[config.mk]
export PLATFORM = sky130hd
export DESIGN_NAME = mem_stage_unit_flat
export DESIGN_NICKNAME = d
export VERILOG_FILES = /design/src/rtl/mem_stage_unit_if.sv /design/src/rtl/mem_stage_unit.sv /design/src/flat_wrapper.sv
export SDC_FILE = /design/constraint.sdc
export NUM_CORES = 1
export LEC_CHECK = 0
export ABC_AREA = 1
export BUFFER_PORTS_ARGS = -buffer_cell sky130_fd_sc_hd__clkbuf_2
export CAP_MARGIN = 20
export CORE_UTILIZATION = 41
export CTS_BUF_LIST = sky130_fd_sc_hd__clkbuf_16
export CTS_CLUSTER_SIZE = 20
export DETAILED_ROUTE_END_ITERATION = 7
export HOLD_SLACK_MARGIN = 0.15
export MAX_ROUTING_LAYER = met4
export PLACE_DENSITY = 0.72
export SLEW_MARGIN = 25
export SYNTH_ARGS = -nofsm -noshare
export SYNTH_HDL_FRONTEND = slang
export SYNTH_SLANG_ARGS = --single-unit
[constraint.sdc]
create_clock -name clk -period 1.8 [get_ports clk]
set_input_delay 0.36 -clock clk [delete_from_list [all_inputs] [get_ports clk]]
set_output_delay 0.36 -clock clk [all_outputs]
set_load 0.005 [all_outputs]
[src/rtl/mem_stage_unit_if.sv]
// Request/acknowledge bus between the MEM stage and data memory.
// The MEM stage is the master; memory answers with a one-cycle ack pulse.
interface mem_stage_unit_if;
  logic        mem_req;
  logic        mem_we;
  logic [31:0] mem_addr;
  logic [31:0] mem_wdata;
  logic        mem_ack;
  logic [31:0] mem_rdata;

  modport master (
    output mem_req, mem_we, mem_addr, mem_wdata,
    input  mem_ack, mem_rdata
  );

  modport slave (
    input  mem_req, mem_we, mem_addr, mem_wdata,
    output mem_ack, mem_rdata
  );
endinterface

[src/rtl/mem_stage_unit.sv]
// MEM stage of the pipelined MIPS core: data-memory access with handshake and timeout,
// branch resolution and the MEM/WB pipeline register.
module mem_stage_unit #(
  parameter int unsigned TIMEOUT = 16
) (
  input  logic             clk,
  input  logic             reset_n,
  input  logic [107:0]     exmem_bundle,
  output logic             stall,
  output logic             pcsrc,
  output logic [31:0]      branch_target_out,
  mem_stage_unit_if.master mem_bus,
  output logic [70:0]      memwb_bundle,
  output logic             bus_err,
  output logic             misaligned
);
  localparam int unsigned CntW = (TIMEOUT > 1) ? $clog2(TIMEOUT) : 1;
  localparam logic [CntW-1:0] CntLast = CntW'(TIMEOUT - 1);

  typedef enum logic [1:0] {StIdle, StWait, StDone} state_e;

  logic [4:0]  dest;
  logic [31:0] read_rt, alu_out, branch_target;
  logic        zero, reg_write, mem_to_reg, branch, mem_read, mem_write, branch_ne;

  assign {dest, read_rt, alu_out, zero, branch_target,
          reg_write, mem_to_reg, branch, mem_read, mem_write, branch_ne} = exmem_bundle;

  state_e          state_q, state_d;
  logic            req_q, req_d, we_q, we_d;
  logic [31:0]     addr_q, addr_d, wdata_q, wdata_d, rdata_q, rdata_d;
  logic [CntW-1:0] cnt_q, cnt_d;
  logic            hold_rw_q, hold_rw_d, hold_mtr_q, hold_mtr_d;
  logic [4:0]      hold_dest_q, hold_dest_d;
  logic [70:0]     memwb_q, memwb_d;
  logic            bus_err_q, bus_err_d, mis_q, mis_d;

  logic is_mem, in_idle, access, mis_access;

  assign is_mem     = mem_read | mem_write;
  assign in_idle    = (state_q == StIdle);
  assign access     = is_mem & (alu_out[1:0] == 2'b00) & in_idle;
  assign mis_access = is_mem & (alu_out[1:0] != 2'b00) & in_idle;

  // Gated by reset_n so the stall drops the moment reset is asserted.
  assign stall             = reset_n & (access | (state_q == StWait));
  assign pcsrc             = in_idle & ((branch & zero) | (branch_ne & ~zero));
  assign branch_target_out = branch_target;

  assign mem_bus.mem_req   = req_q;
  assign mem_bus.mem_we    = we_q;
  assign mem_bus.mem_addr  = addr_q;
  assign mem_bus.mem_wdata = wdata_q;

  assign memwb_bundle = memwb_q;
  assign bus_err      = bus_err_q;
  assign misaligned   = mis_q;

  always_comb begin
    state_d     = state_q;
    req_d       = req_q;
    we_d        = we_q;
    addr_d      = addr_q;
    wdata_d     = wdata_q;
    rdata_d     = rdata_q;
    cnt_d       = cnt_q;
    hold_rw_d   = hold_rw_q;
    hold_mtr_d  = hold_mtr_q;
    hold_dest_d = hold_dest_q;
    memwb_d     = memwb_q;
    bus_err_d   = bus_err_q;
    mis_d       = 1'b0;
    unique case (state_q)
      StIdle: begin
        if (access) begin
          state_d     = StWait;
          req_d       = 1'b1;
          we_d        = mem_write;
          addr_d      = {alu_out[31:2], 2'b00};
          wdata_d     = read_rt;
          rdata_d     = 32'h0;
          cnt_d       = '0;
          hold_rw_d   = reg_write;
          hold_mtr_d  = mem_to_reg;
          hold_dest_d = dest;
          memwb_d     = '0;
        end else begin
          memwb_d = {reg_write & ~mis_access, mem_to_reg, 32'h0, alu_out, dest};
          mis_d   = mis_access;
        end
      end
      StWait: begin
        // Ack wins over a timeout landing in the same cycle.
        if (mem_bus.mem_ack) begin
          if (!we_q) rdata_d = mem_bus.mem_rdata;
          req_d   = 1'b0;
          state_d = StDone;
        end else if (cnt_q == CntLast) begin
          req_d     = 1'b0;
          bus_err_d = 1'b1;
          rdata_d   = 32'h0;
          state_d   = StDone;
        end else begin
          cnt_d = cnt_q + 1'b1;
        end
      end
      StDone: begin
        memwb_d = {hold_rw_q, hold_mtr_q, rdata_q, addr_q, hold_dest_q};
        state_d = StIdle;
      end
      default: state_d = StIdle;
    endcase
  end

  always_ff @(posedge clk or negedge reset_n) begin
    if (!reset_n) begin
      state_q     <= StIdle;
      req_q       <= 1'b0;
      we_q        <= 1'b0;
      addr_q      <= 32'h0;
      wdata_q     <= 32'h0;
      rdata_q     <= 32'h0;
      cnt_q       <= '0;
      hold_rw_q   <= 1'b0;
      hold_mtr_q  <= 1'b0;
      hold_dest_q <= 5'h0;
      memwb_q     <= '0;
      bus_err_q   <= 1'b0;
      mis_q       <= 1'b0;
    end else begin
      state_q     <= state_d;
      req_q       <= req_d;
      we_q        <= we_d;
      addr_q      <= addr_d;
      wdata_q     <= wdata_d;
      rdata_q     <= rdata_d;
      cnt_q       <= cnt_d;
      hold_rw_q   <= hold_rw_d;
      hold_mtr_q  <= hold_mtr_d;
      hold_dest_q <= hold_dest_d;
      memwb_q     <= memwb_d;
      bus_err_q   <= bus_err_d;
      mis_q       <= mis_d;
    end
  end
endmodule
[src/flat_wrapper.sv]
// flat-port wrapper written by rule: the top's interface ports become plain ports
module mem_stage_unit_flat 
#(
  parameter int unsigned TIMEOUT = 16
)
  (clk, reset_n, exmem_bundle, stall, pcsrc, branch_target_out, memwb_bundle, bus_err, misaligned, mem_bus_mem_req, mem_bus_mem_we, mem_bus_mem_addr, mem_bus_mem_wdata, mem_bus_mem_ack, mem_bus_mem_rdata);
  mem_stage_unit_if mem_bus_i ();
  input  logic clk;
  input  logic reset_n;
  input  logic [107:0] exmem_bundle;
  output logic stall;
  output logic pcsrc;
  output logic [31:0] branch_target_out;
  output logic [70:0] memwb_bundle;
  output logic bus_err;
  output logic misaligned;
  output wire logic [$bits(mem_bus_i.mem_req)-1:0] mem_bus_mem_req;
  output wire logic [$bits(mem_bus_i.mem_we)-1:0] mem_bus_mem_we;
  output wire logic [$bits(mem_bus_i.mem_addr)-1:0] mem_bus_mem_addr;
  output wire logic [$bits(mem_bus_i.mem_wdata)-1:0] mem_bus_mem_wdata;
  input wire logic [$bits(mem_bus_i.mem_ack)-1:0] mem_bus_mem_ack;
  input wire logic [$bits(mem_bus_i.mem_rdata)-1:0] mem_bus_mem_rdata;
  assign mem_bus_mem_req = mem_bus_i.mem_req;
  assign mem_bus_mem_we = mem_bus_i.mem_we;
  assign mem_bus_mem_addr = mem_bus_i.mem_addr;
  assign mem_bus_mem_wdata = mem_bus_i.mem_wdata;
  assign mem_bus_i.mem_ack = mem_bus_mem_ack;
  assign mem_bus_i.mem_rdata = mem_bus_mem_rdata;
  mem_stage_unit #(.TIMEOUT(TIMEOUT)) u_core (.clk(clk), .reset_n(reset_n), .exmem_bundle(exmem_bundle), .stall(stall), .pcsrc(pcsrc), .branch_target_out(branch_target_out), .mem_bus(mem_bus_i), .memwb_bundle(memwb_bundle), .bus_err(bus_err), .misaligned(misaligned));
endmodule
=== Word-level counts from Yosys, hierarchy flattened ===
Cells that the tools add are included.

* Flip-flop bits (word level): 182
* Latch bits: 0
* Bits in writable memories: 0
* ROM bits: 0
* Bits of input ports: 143
* Word-level logic and storage cells: 69
* Memories: 0

* Add/sub/neg operators: 1
* Multiply operators: 0
* Div/mod/pow operators: 0
* $lt $le $gt $ge: 0
* Equality and inequality tests: 8
* Shift operators: 0
* Multiplexer cells: 21
* Bitwise logic cells: 15
* Reduce and logical (&&, ||, !) cells: 11

{| class="wikitable"
|+ Operators with widths
! operator !! count
|-
| $pmux 71 s2 || 1
|-
| $mux 32 || 4
|-
| $mux 71 || 1
|-
| $pmux 32 s2 || 1
|-
| $mux 4 || 3
|-
| $and 1x1->1 || 9
|-
| $pmux 4 s2 || 1
|-
| $reduce_and 4->1 || 2
|-
| $mux 2 || 3
|-
| $ne 2x2->1 const B || 3
|-
| $ne 3x3->1 const B || 2
|-
| $reduce_and 3->1 || 2
|-
| $reduce_bool 2->1 || 3
|-
| $mux 1 || 5
|-
| $add 4x1->4 const B || 1
|-
| $eq 4x4->1 const B || 1
|-
| $logic_not 2->1 || 2
|-
| $pmux 2 s2 || 1
|-
| $reduce_and 2->1 || 2
|-
| $not 1->1 || 3
|-
| $or 1x1->1 || 3
|-
| $eq 2x1->1 const B || 1
|-
| $eq 2x2->1 const B || 1
|-
| $pmux 1 s2 || 1
|}

=== Logic depth before layout (Yosys ltp) ===
* Depth in word-level cells: 7
* Mapped depth: 9
* Mapped depth without buffers: 7

=== Worst setup path before layout ===
Ideal clock, no wire load.

* Path type: reg2out
* From: register u_core.state_q[1]
* To: output port stall
* Arrival: 1.190 ns
* Setup slack: 0.250 ns
* Cell stages (with the launch flop): 6
* Path through: dfrtp_1 -> nor2_4 -> nand3_1 -> buf_4 -> buf_2 -> a21boi_0

* Cells in the longest elaborated chain, start to end: 4

{| class="wikitable"
|+ RTL lines
! what !! RTL line !! RTL
|-
| start, declared || mem_stage_unit.sv:29 || <nowiki>state_e state_q, state_d;</nowiki>
|-
| start signal, assigned || mem_stage_unit.sv:117 || <nowiki>state_q <= StIdle;</nowiki>
|-
| start signal, assigned || mem_stage_unit.sv:131 || <nowiki>state_q <= state_d;</nowiki>
|-
| $logic_not 2->1 || mem_stage_unit.sv:41 || <nowiki>assign in_idle = (state_q == StIdle);</nowiki>
|-
| $and 1x1->1 || mem_stage_unit.sv:42 || <nowiki>assign access = is_mem & (alu_out[1:0] == 2'b00) & in_idle;</nowiki>
|-
| $or 1x1->1 (*) || mem_stage_unit.sv:46 || <nowiki>assign stall = reset_n & (access | (state_q == StWait));</nowiki>
|-
| $and 1x1->1 (*) || mem_stage_unit.sv:46 ||
|-
| end, declared || flat_wrapper.sv:11 || <nowiki>output logic stall;</nowiki>
|}

Every way passes the cells marked *; elsewhere a longest branch is shown, timed or not.

=== Worst setup path after layout ===
Same ends and word-level chain as after synthesis.

==> results.py <==
metrics = {
    "status": {
        "status": "finished with violations",
        "violations": "DRC, setup timing",
    },
    "synthesis": {
        "synthDominantCellAreaShare": 0.593,
        "ys_ff_latch": 182,
        "syn_avg_cell_area_sq_um": 8.84,
        "synth_cell_type_count": 27,
        "synthCells": 869,
        "synth.area.top_cells": "dfrtp_1 (59%), nand2_1 (19%), nand3_1 (4.7%), a22o_1 (3.9%), buf_4 (3.5%)",
        "synth_area_leader_cell": "dfrtp_1",
        "yosys_warnings": 0,
        "syn-cell-area_sq_um": 7680,
        "ys_seq_area_frac": 0.593,
    },
    "sta": {
        "hold_violations": 0,
        "fin_ws_ns": -0.000782,
        "tns_ns": -0.000782,
        "period_share": 1.00,
        "final-setup-viol-count": 1,
        "timing.final.max_slew_violations": 0,
        "fin_skew_ns": 0.00888,
        "rsz0062_at_grt": "true",
        "fmax_mhz": 555,
        "timing.final.crit_period_ns": 1.80,
    },
    "final_layout": {
        "synthToLayoutAreaGrowth_pct": 34.5,
        "nNetsFinal": 1291,
        "nFillCells": 1590,
        "drive_gt1_frac": 0.285,
        "diodes": 0,
    },
    "placement": {
        "dp_hpwl_mm": 13.6,
        "gp_congestion": 0.813,
        "io_buffers": 249,
        "dpl_worst_slack_ns": 0.160,
    },
    "worst_setup_path": {
        "critPathMaxFanout": 3,
        "cp-start-kind": "register",
        "cpPeakStageDelay_ns": 0.44,
        "endpoint_kind": "output pin",
        "cp_top_family": "flip-flops",
        "cp_cell_sequence": "nor2_4 -> nand3_4 -> a21boi_2 -> buf_2",
        "cp.required_ns": 1.44,
        "crit_arrival_ns": 1.44,
        "worst-path-buf-inv": 1,
        "crit_type": "reg -> out",
        "cp_slowest_cell": "dfrtp_2",
    },
    "die": {
        "fp.coreArea_sq_um": 18100,
        "initial_core_util": 0.423,
        "die_y_um": 139,
        "die_area_sq_um": 19300,
        "dieWidth_um": 139,
        "io_pins": 316,
        "rows": 49,
    },
    "detailed_routing": {
        "drtPass1Iterations": 7,
        "drc": 17,
        "wl_per_cell_um": 14.9,
        "via_per_inst": 4.80,
        "vias": 6663,
        "postRouteAntennaNets": 0,
        "drt_wl_total_mm": 20.7,
        "drt_iter0_markers": 520,
    },
    "grt": {
        "antenna_found_initial": 0,
        "grt_use_total": 0.227,
        "grt_first_pass_wirelength_mm": 33.4,
        "grt_start_max_net_pins": 71,
        "gr-total-overflow": 0,
        "grt_pass1_vias": 6433,
    },
    "clocking": {
        "clk_latency_ns": 0.42,
        "htreeDepth": 4,
        "cts_sinks": 182,
        "cts_buffers": 17,
        "cts.clk_slew.worst_paths_ns": 0.07,
        "cts.path.max_buffers": 2,
        "cts_tree": "yes",
        "root_buffer": "clkbuf_16",
    },
    "power": {
        "power_w": 0.0122,
        "leakage_nw": 5.82,
        "p_per_area_nw_per_um2": 1180,
        "ir_worst_vdd_mv": 0.666,
    },
    "run": {
        "max_cap_violations": 0,
    },
    "worst_hold_path": {
        "hold_path_class": "in -> reg",
    },
}
[registers in the layout, summed over array words and instances (netlist names)]
name,count
u_core.rdata_q,32
u_core.hold_dest_q,5
u_core.mem_bus.mem_wdata,32
u_core.mem_bus.mem_req,1
u_core.memwb_bundle,71
u_core.mem_bus.mem_we,1
u_core.state_q,2
u_core.bus_err,1
u_core.mem_bus.mem_addr,30
u_core.hold_mtr_q,1
u_core.misaligned,1
u_core.hold_rw_q,1
u_core.cnt_q,4
[synth_stat cells]
library cell / instances
nand2_1: 389
dfrtp_1: 182
nand3_1: 72
inv_1: 45
nor2_1: 38
buf_4: 36
a22o_1: 34
buf_2: 22
clkbuf_1: 18
o21ai_0: 8
buf_6: 3
inv_2: 3
nor2_2: 3
nand3_2: 2
o211ai_1: 2
a21boi_0: 1
a21oi_1: 1
a21oi_2: 1
conb_1: 1
ha_1: 1
nand2_4: 1
nand3_4: 1
nand3b_1: 1
nand4_1: 1
nor2_4: 1
o21bai_1: 1
o221ai_1: 1
[power breakdown]
group | switching [W] | internal, W
Clock | 0.00162 | 0.00219
Combinational | 0.00160 | 0.00129
Sequential | 0.000571 | 0.00494
Total | 0.00380 | 0.00843
[placed cells by master (no fill, tap or decap), drive strengths merged]
cell and n:
buf 34, nand2 390, o21bai 1, dfrtp 182, o221ai 1, nand3b 1, clkbuf 265, clkinv 2
nor2 42, a21boi 1, clkinvlp 4, inv 54, a21oi 2, nand4 1, o211ai 2, bufinv 3
conb 2, dlygate4sd3 55, a22o 34, o21ai 8, nand3 75, ha 1
[stage by stage]
step	utilization	cells	cell area [sq um]	hold slack [ns]
after floorplan	-	870	7680	0.0644
after global placement	0.501	1294	9090	0.436
after detailed placement	0.501	1294	9090	0.434
after CTS	0.566	1384	10300	0.150
after global routing	0.569	1389	10300	0.156
final	0.569	1389	10300	0.165
[layer usage]
metal  global-route usage  vias to the layer above  part of all wire
met2                0.360                      224              0.48
met4               0.0930                        0             0.028
met1                0.293                     3159              0.44
met5                    -                        -                 0
li1                     -                     3231                 -
met3               0.0342                       49             0.048
[logic make-up (layout without fill, tap and decap cells)]
kind of cell,Yosys count,after routing,synth area share
flip-flops,182,182,0.593
AND/OR/NAND/NOR,509,509,0.268
adder cells (fa/ha/maj),1,1,0.00163
buffers and inverters,127,417,0.0862
AO/OA/AOI/OAI,49,49,0.0508
other,1,2,0.000488
[worst min-delay path, cell delays in order]
cell      delay [ns]
clkbuf_2        0.09
nand2_1         0.05
nand3_1         0.05
[timing repair]
action | 4_1_cts | 5_1_grt
pin swaps | 2 | 4
gates resized for setup | 7 | 3
setup endpoints to repair | 2 | 2
hold endpoints to repair | 128 | 1
buffers inserted | 4 | 4
hold buffers | 54 | 1
[path summary, 6_finish.rpt]
kind / startpoint / to / slack (ns) / cells past startpoint
worst min register to register: u_core.rdata_q[27]$_DFFE_PN0P_ / u_core.rdata_q[27]$_DFFE_PN0P_ / 0.47 / 2
worst max register to register: u_core.state_q[1]$_DFFE_PN0P_ / u_core.rdata_q[6]$_DFFE_PN0P_ / 0.23 / 9
worst min-delay path: exmem_bundle[48] / u_core.memwb_bundle[14]$_DFFE_PN0P_ / 0.17 / 3
worst max-delay path: u_core.state_q[1]$_DFFE_PN0P_ / stall / -0.0008 / 4
min in group asynchronous: reset_n / u_core.rdata_q[11]$_DFFE_PN0P_ / 0.61 / 3
max in group asynchronous: reset_n / u_core.mem_bus.mem_wdata[11]$_DFFE_PN0P_ / 0.48 / 4
[final cells by class]
cell class	count	area (sq um)	area share
clock inverters	15	176	0.0171
multi-input cells	561	2500	0.242
clock buffers	17	425	0.0412
inverters	48	180	0.0174
repair buffers	337	2200	0.213
well taps	229	287	0.0277
flip-flops and latches	182	4560	0.441
Note: power is estimated with default switching activity, not from simulation.
